### src/rtl/q9_pkg.sv
// Shared signed Q7.9 fixed-point definitions for the neuron datapath stages.
package q9_pkg;

    localparam int Q_W    = 16;
    localparam int Q_FRAC = 9;

    localparam logic [Q_W-1:0] Q_MAX = 16'h7FFF;
    localparam logic [Q_W-1:0] Q_MIN = 16'h8000;

    typedef logic signed [Q_W-1:0] q9_t;

    typedef enum logic [1:0] {
        ACC = 2'd0,
        FIN = 2'd1,
        OUT = 2'd2
    } mac_st_t;

endpackage

### src/rtl/q9_round_sat.sv
// Combinational Q.18 (ACC_W bits) to Q7.9 conversion: round half toward +inf,
// then clip to the signed 16-bit range and flag any clipping.
module q9_round_sat
    import q9_pkg::*;
#(
    parameter int ACC_W = 38
) (
    input  logic signed [ACC_W-1:0] sum,
    output q9_t                     value,
    output logic                    sat
);

    localparam int R_MSB = ACC_W - Q_FRAC;

    // floor((s + 2^8) / 2^9) equals the integer part plus the first dropped bit.
    // One extra sign bit keeps the increment from wrapping.
    logic signed [R_MSB:0] rnd;
    logic                  hi_ovf;
    logic                  lo_ovf;
    logic                  unused_frac;

    assign rnd = {sum[ACC_W-1], sum[ACC_W-1:Q_FRAC]}
               + {{(R_MSB){1'b0}}, sum[Q_FRAC-1]};

    // Bits below the rounding bit only affect the result through the floor.
    assign unused_frac = ^sum[Q_FRAC-2:0];

    // Any upper bit that disagrees with the sign means the value left 16 bits.
    assign hi_ovf = ~rnd[R_MSB] &  (|rnd[R_MSB-1:Q_W-1]);
    assign lo_ovf =  rnd[R_MSB] & ~(&rnd[R_MSB-1:Q_W-1]);

    assign sat   = hi_ovf | lo_ovf;
    assign value = hi_ovf ? q9_t'(Q_MAX)
                 : lo_ovf ? q9_t'(Q_MIN)
                 : q9_t'(rnd[Q_W-1:0]);

endmodule

### src/rtl/neuron_mac_q9.sv
// Streaming dot-product for one neuron: accumulates x*w beats, adds the bias,
// and delivers a rounded, saturated Q7.9 pre-activation value.
//
//   state | meaning
//   ------+---------------------------------------------------------------
//   ACC   | accepting beats; product pipelined one cycle, then folded in
//   FIN   | one cycle: final product + bias, round/saturate, clear accum
//   OUT   | result held on out_* until the consumer takes it
module neuron_mac_q9
    import q9_pkg::*;
#(
    parameter int MAX_LEN = 64,
    parameter int ACC_W   = 38
) (
    input  logic        clk,
    input  logic        rst,
    input  logic        in_valid,
    output logic        in_ready,
    input  logic [15:0] in_x,
    input  logic [15:0] in_w,
    input  logic        in_last,
    input  logic [15:0] bias,
    output logic        out_valid,
    input  logic        out_ready,
    output logic [15:0] out_x,
    output logic        out_sat,
    output logic        out_trunc
);

    localparam int CNT_W = $clog2(MAX_LEN);

    mac_st_t                  state;
    logic                     armed;
    logic signed [ACC_W-1:0]  acc;
    logic signed [31:0]       prod_r;
    logic                     prod_v;
    logic [CNT_W-1:0]         cnt;
    logic [15:0]              bias_r;
    logic                     trunc_r;

    logic                     accept;
    logic                     cnt_full;
    logic                     end_pkt;
    logic signed [31:0]       mult;
    logic signed [ACC_W-1:0]  prod_ext;
    logic signed [ACC_W-1:0]  bias_ext;
    logic signed [ACC_W-1:0]  fin_sum;
    q9_t                      rs_value;
    logic                     rs_sat;

    // armed holds in_ready low for the first cycle after reset releases.
    assign in_ready = armed & (state == ACC);
    assign accept   = in_valid & in_ready;
    assign cnt_full = (cnt == CNT_W'(MAX_LEN - 1));
    assign end_pkt  = accept & (in_last | cnt_full);

    assign mult     = $signed(in_x) * $signed(in_w);
    assign prod_ext = {{(ACC_W-32){prod_r[31]}}, prod_r};
    assign bias_ext = {{(ACC_W-Q_W-Q_FRAC){bias_r[15]}}, bias_r, {Q_FRAC{1'b0}}};
    assign fin_sum  = acc + prod_ext + bias_ext;

    q9_round_sat #(
        .ACC_W (ACC_W)
    ) u_round_sat (
        .sum   (fin_sum),
        .value (rs_value),
        .sat   (rs_sat)
    );

    // Sequencing and accumulation: product of beat n is folded while beat n+1 multiplies.
    always_ff @(posedge clk or posedge rst) begin
        if (rst) begin
            state   <= ACC;
            armed   <= 1'b0;
            acc     <= '0;
            prod_r  <= '0;
            prod_v  <= 1'b0;
            cnt     <= '0;
            bias_r  <= '0;
            trunc_r <= 1'b0;
        end else begin
            armed <= 1'b1;
            case (state)
                ACC: begin
                    if (accept) begin
                        prod_r <= mult;
                        prod_v <= 1'b1;
                        cnt    <= cnt + 1'b1;
                        if (prod_v) begin
                            acc <= acc + prod_ext;
                        end
                        if (end_pkt) begin
                            state   <= FIN;
                            bias_r  <= bias;
                            trunc_r <= ~in_last;
                        end
                    end else if (prod_v) begin
                        acc    <= acc + prod_ext;
                        prod_v <= 1'b0;
                    end
                end
                FIN: begin
                    acc    <= '0;
                    cnt    <= '0;
                    prod_v <= 1'b0;
                    state  <= OUT;
                end
                OUT: begin
                    if (out_ready) begin
                        state <= ACC;
                    end
                end
                default: state <= ACC;
            endcase
        end
    end

    // Result registers: loaded in FIN, frozen through OUT, flags dropped on handoff.
    always_ff @(posedge clk or posedge rst) begin
        if (rst) begin
            out_valid <= 1'b0;
            out_x     <= '0;
            out_sat   <= 1'b0;
            out_trunc <= 1'b0;
        end else if (state == FIN) begin
            out_valid <= 1'b1;
            out_x     <= rs_value;
            out_sat   <= rs_sat;
            out_trunc <= trunc_r;
        end else if (state == OUT && out_ready) begin
            out_valid <= 1'b0;
            out_sat   <= 1'b0;
            out_trunc <= 1'b0;
        end
    end

endmodule

### config.mk
export PLATFORM = sky130hd
export DESIGN_NAME = neuron_mac_q9
export DESIGN_NICKNAME = d
export VERILOG_FILES = /design/src/rtl/q9_pkg.sv /design/src/rtl/q9_round_sat.sv /design/src/rtl/neuron_mac_q9.sv
export SDC_FILE = /design/constraint.sdc
export NUM_CORES = 1
export LEC_CHECK = 0
export CAP_MARGIN = 15
export CORE_MARGIN = 4
export CORE_UTILIZATION = 25
export CTS_CLUSTER_SIZE = 24
export DETAILED_ROUTE_END_ITERATION = 16
export PLACE_DENSITY_LB_ADDON = 0.12
export SYNTH_ARGS = -nofsm -noshare
export SYNTH_HDL_FRONTEND = slang
export SYNTH_SLANG_ARGS = --single-unit
### constraint.sdc
create_clock -name clk -period 7.15 [get_ports clk]
set_input_delay 1.7875 -clock clk [delete_from_list [all_inputs] [get_ports clk]]
set_output_delay 1.7875 -clock clk [all_outputs]
set_load 0.01 [all_outputs]
; ---- Word-level counts from Yosys, hierarchy flattened
; Index checks and enable logic that the tools add are counted.
[classes]
addsub = 4
n_mul = 1
div_mod_pow = 0
n_lt_le_gt_ge = 0
eq_ne = 7
shift = 0
mux = 16
bitwise_logic = 10
reduce_logical = 11
[ops]
columns = cell, n
row1 = 38-bit one-hot mux with 2 select lines, 1
row2 = 38-bit by 25-bit adder with 38-bit output, 1
row3 = 38-bit by 32-bit adder with 38-bit output, 1
row4 = 38-bit 2-to-1 mux, 1
row5 = 16-bit by 16-bit multiplier with 32-bit output, 1
row6 = 16-bit 2-to-1 mux, 2
row7 = 29-bit by 2-bit adder with 30-bit output, 1
row8 = 14-bit AND reduction, 1
row9 = 14-bit OR reduction, 1
row10 = 6-bit one-hot mux with 2 select lines, 1
row11 = 2-bit != test (second input constant), 4
row12 = 6-bit by 1-bit adder with 6-bit output (second input constant), 1
row13 = 6-bit == test (second input constant), 1
row14 = 2-bit 2-to-1 mux, 3
row15 = 6-bit 2-to-1 mux, 1
row16 = 2-bit one-hot mux with 3 select lines, 1
row17 = 2-bit AND reduction, 3
row18 = 3-bit AND reduction, 2
row19 = 1-bit bitwise AND, 5
row20 = 1-bit 2-to-1 mux, 5
row21 = 2-bit nonzero test, 2
row22 = 1-bit NOT, 3
row23 = 2-bit by 1-bit == test with 1-bit output (second input constant), 1
row24 = 2-bit == test (second input constant), 1
row25 = 4 further kinds, 5
[word_totals]
reg_bits = 116
latchBits = 0
mem_bits_rw = 0
mem_bits_ro = 0
memories = 0

; ---- Depth between registers and ports, before layout
[depth]
ltp_word = 8
depth_mapped = 31

; ---- Modules after synthesis
; Synthesis repeated with hierarchy kept, for this count alone.
[hier_totals]
hier_cells = 2114
area_unflattened_um2 = 18584.1
[modules_own_cells]
columns = module, n_inst, cells_per_inst, area_each_um2, seq_area_each_um2
row1 = neuron_mac_q9, 1, 1974, 17663.2, 2902.8
row2 = q9_round_sat, 1, 140, 920.9, 0.0

; ---- Least setup slack after synthesis
; No wires, ideal clock.
[synth_path]
path_kind = input port to flip-flop
start = in in_x[15]
end = reg prod_r[31]
arrival_ns = 8.227
required_time_ns = 7.068
path_slack_ns = -1.158
cell_stages = 23
path_buffers = 1
cell_sequence = clkbuf_1 nand2_1 fa_1 inv_1 fa_1 inv_1 fa_1 inv_1 fa_1 fa_1 fa_1 ha_1 nand4_1 inv_1 nand3_1 o21ai_0 a41o_1 o41ai_1 nor2_1 a2111oi_0 a21oi_1 or3_1 a31oi_1
[synth_via]
elab_chain_len = 1
[synth_lines]
columns = item, line_no
row1 = from (decl), neuron_mac_q9.sv:19  ; input logic [15:0] in_x,
row2 = 16-bit by 16-bit multiplier with 32-bit output, neuron_mac_q9.sv:57  ; assign mult = $signed(in_x) * $signed(in_w);
row3 = to (signal assigned), neuron_mac_q9.sv:86  ; prod_r <= mult;
row4 = to (decl), neuron_mac_q9.sv:35  ; logic signed [31:0] prod_r;
; Every way passes these cells.
; A chain may end at the register's enable or synchronous reset.

; ---- Worst setup path in the final report
[layout_path]
start = in in_w[6]
end = reg prod_r[31]
[layout_via]
elab_chain_len = 1
[layout_lines]
columns = item, line_no
row1 = from (decl), neuron_mac_q9.sv:20  ; input logic [15:0] in_w,
row2 = 16-bit by 16-bit multiplier with 32-bit output, neuron_mac_q9.sv:57
; Every way passes these cells.

==> flow_summary_export.csv <==
group,metric,value,unit
outcome,outcome,"complete, but fails checks",
outcome,violations,"negative setup slack",
setup_path,r2r-start,"acc[1]",
global_routing,grt_max_degree,63,
global_routing,antenna_found_initial,0,
hold_path,hold_end,"prod_r[3]",
yosys,ys_seq_area_share,15.5,%
timing,fmax,0.134,GHz
placement,place.gp.congestion,0.826,
yosys,synth_seq_cells,116,
cts,hold_buffers,0,
placement,postPlaceCellArea,22300,um^2
routing,vias,15223,
cts,cts_made_buffers,17,
timing,setup_tns,-0.639,ns
yosys,yosys-top-cells-area,"fa_1 (28%), dfrtp_1 (15%), ha_1 (10%)",
floorplanning,initial_core_util,25.2,%
cts,cts-htree-levels,4,
cells_and_area,final_cells,3372,
timing,setup_viol,4,
hold_path,hp-start,"prod_r[3]",
cells_and_area,stdcell_area,24400,um^2
placement,post-dp-hpwl,43500,um
timing,min_period,7.48,ns
routing,drc,0,
yosys,synth_enable_flop_cells,0,
global_routing,grt_pass1_vias,16309,
placement,dp_cells,3286,
floorplanning,die_area,79500,um^2
placement,io_buffers,72,
cells_and_area,n_antenna_cell,0,
routing,drtPass1Iterations,4,
setup_path,arrival,7.84,ns
yosys,synthDistinctLibCells,89,
timing,fin_skew,0.0121,ns
setup_path,worstSetupPathType,"primary input to flip-flop",
cts,cts_tree,"yes",
routing,vias_per_cell,4.51,
cells_and_area,syn_to_final_growth,29.9,%
setup_path,r2r_end,"out_x[14]",
floorplanning,rows,100,
yosys,synthArstFlopShare,100,%
yosys,yosys.area.top_type_share,28.1,%
cts,insertion_delay,0.44,ns
routing,wl,54200,um
timing,hold_viol_final,0,
cts,clkTransAtPathRegs,0.06,ns
timing,period_share,105,%
setup_path,r2r_cells,27,
global_routing,grt_usage,13.8,%
global_routing,grt_pass1_wl,88500,um
yosys,synth_area_leader_cell,"fa_1",
setup_path,endpoint_kind,"flip-flop",
timing,layout_setup_ws,-0.330,ns
global_routing,overflow,0,
yosys,avgSynthCellArea,8.96,um^2
hold_path,hold_depth,2,
flow_run,maxCapViolations,0,
hold_path,hp-class,"flip-flop to flip-flop",
floorplanning,top_level_ports,73,
setup_path,required,7.51,ns
yosys,synth.net_count,2564,
routing,drt_iter0_drc,527,
floorplanning,die_width,282,um
yosys,yosys_warnings,0,
floorplanning,core-area,74400,um^2
routing,routedWlPerCell,16.1,um
cts,clockRootBuffer,"clkbuf_16",
timing,tightest_slew,0.854,ns
timing,rsz0062_at_grt,"yes",
cells_and_area,final_nets,2858,
routing,final_antenna_net_count,0,
setup_path,worstSetupStartpointType,"primary input",
cells_and_area,drive_gt1_share,25.1,%
floorplanning,dieHeight,282,um
yosys,synthCells,2096,
timing,drv_slew,0,
setup_path,worst-path-max-fanout,4,
setup_path,rrSetupSlack,0.40,ns
cts,cts_buffer_depth,2,
cts,cts.sinks,116,
yosys,ys.flop_type,"dfrtp_1",
timing,max_slew_margin,42.9,%
yosys,synth_area,18800,um^2
-- flip-flops by register name, indices dropped and copies added (netlist names), 2 cells and up --
name,count
state,2
out_x,16
acc,38
cnt,6
bias_r,16
prod_r,32
-- stage by stage --
| stage | utilization, % | worst slack [ns] | hold slack [ns] |
|---|---|---|---|
| 5_1_grt | 32.8 | -0.538 | 0.521 |
| 2_1_floorplan | - | -0.457 | 0.443 |
| 6_report | 32.8 | -0.330 | 0.485 |
| 3_3_place_gp | 30.0 | -1.44 | 0.477 |
| 4_1_cts | 32.2 | -0.399 | 0.491 |
| 3_5_place_dp | 30.0 | -1.50 | 0.475 |
-- synth_stat cells, types with 4 or more instances --
| library cell | n |
|---|---|
| nor4_1 | 5 |
| o211ai_1 | 5 |
| nand2b_1 | 27 |
| and2_1 | 113 |
| a211o_1 | 4 |
| a2111o_1 | 4 |
| o21ai_0 | 101 |
| buf_6 | 8 |
| inv_1 | 313 |
| a22oi_1 | 15 |
| nand2_1 | 242 |
| a211oi_1 | 10 |
| o21bai_1 | 15 |
| nor2_1 | 71 |
| nor3_1 | 17 |
| clkbuf_1 | 63 |
| nand4_1 | 25 |
| o21ba_2 | 4 |
| ha_1 | 151 |
| nor3b_1 | 5 |
| dfrtp_1 | 116 |
| and3_1 | 42 |
| a221oi_1 | 4 |
| mux2_2 | 16 |
| a21oi_1 | 94 |
| o21a_1 | 17 |
| a2111oi_0 | 5 |
| or3_1 | 7 |
| xor2_1 | 44 |
| and4_1 | 4 |
| xnor2_1 | 63 |
| fa_1 | 264 |
| nor2b_1 | 13 |
| nand3_1 | 34 |
| a31o_2 | 33 |
| a221o_1 | 4 |
| a21o_1 | 39 |
| buf_2 | 5 |
| a31oi_1 | 16 |
-- timing repair --
| item | CTS | global route |
|---|---|---|
| pin swaps | 99 | 85 |
| resized for setup | 272 | 134 |
| cloned | 8 | 1 |
| setup endpoints to repair | 25 | 29 |
| setup buffers | 48 | 9 |
-- critical path, cell delays in order --
cell	delay [ns]
buf_6	0.10
buf_6	0.12
buf_4	0.13
and2_4	0.15
fa_2	0.51
inv_1	0.05
fa_1	0.51
fa_1	0.47
fa_1	0.54
fa_1	0.43
fa_1	0.50
inv_2	0.05
ha_4	0.15
or4_4	0.52
o21ai_2	0.13
o21ai_2	0.10
a41o_1	0.21
o41ai_2	0.40
nor2_1	0.13
a2111oi_4	0.27
a21oi_2	0.10
or3_1	0.31
a31oi_1	0.16
-- worst max-delay path by stage --
stage	startpoint	endpoint	cells after the start
floorplan	in_x[10]	prod_r[31]	24
global placement	in_x[10]	prod_r[31]	25
detailed placement	in_w[4]	prod_r[31]	25
CTS	in_w[3]	prod_r[31]	23
global route	in_w[6]	prod_r[31]	27
finish	in_w[6]	prod_r[31]	23
-- layer usage --
| metal | global-route usage, % | wire [um] | part of all wire [%] | vias to the layer above |
|---|---|---|---|---|
| li1 | - | - | - | 7512 |
| met1 | 19.5 | 26700 | 49 | 7498 |
| met2 | 23.2 | 25700 | 47 | 181 |
| met3 | 1.39 | 1190 | 2.2 | 32 |
| met4 | 2.91 | 708 | 1.3 | 0 |
| met5 | 0 | 0 | 0 | - |
-- layout make-up --
| class | count | area, um^2 |
|---|---|---|
| well taps | 969 | 1210 |
| multi-input cells | 1586 | 15100 |
| flip-flops and latches | 116 | 2900 |
| repair buffers | 356 | 3370 |
| clock buffers | 19 | 453 |
| clock inverters | 13 | 169 |
| inverters | 313 | 1180 |
| fillers | 7754 | 50100 |
-- cell usage in the layout (no fill, tap or decap), types with 18 or more instances in the layout --
cell type	n
fa_1	243
inv_1	273
xor2_1	41
dfrtp_1	116
a31o_2	33
buf_4	220
nand2b_1	21
clkbuf_16	18
nand4_1	25
nand3_1	32
a21o_1	39
o21ai_0	85
ha_1	129
and2_1	97
nand2_1	217
inv_2	38
and3_1	41
a21oi_1	82
xnor2_1	60
nor2_1	68
buf_6	49
fa_2	21
clkdlybuf4s50_1	41
-- logic make-up (layout without fill, tap and decap cells) --
kind of cell,count (synthesis),after routing,share of synthesized area [%]
other,1,1,0.0200
xor gates and xnor gates,107,107,4.99
AOI/OAI and AO/OA,416,416,14.9
muxes,19,19,1.12
and+or+nand+nor,628,628,16.9
buffers and inverters,394,701,8.33
DFF,116,116,15.5
adders and majority gates,415,415,38.2
Power is left out: the tool's default activity adds up to more than one toggle a clock period on the data nets, which glitch-free logic cannot reach.
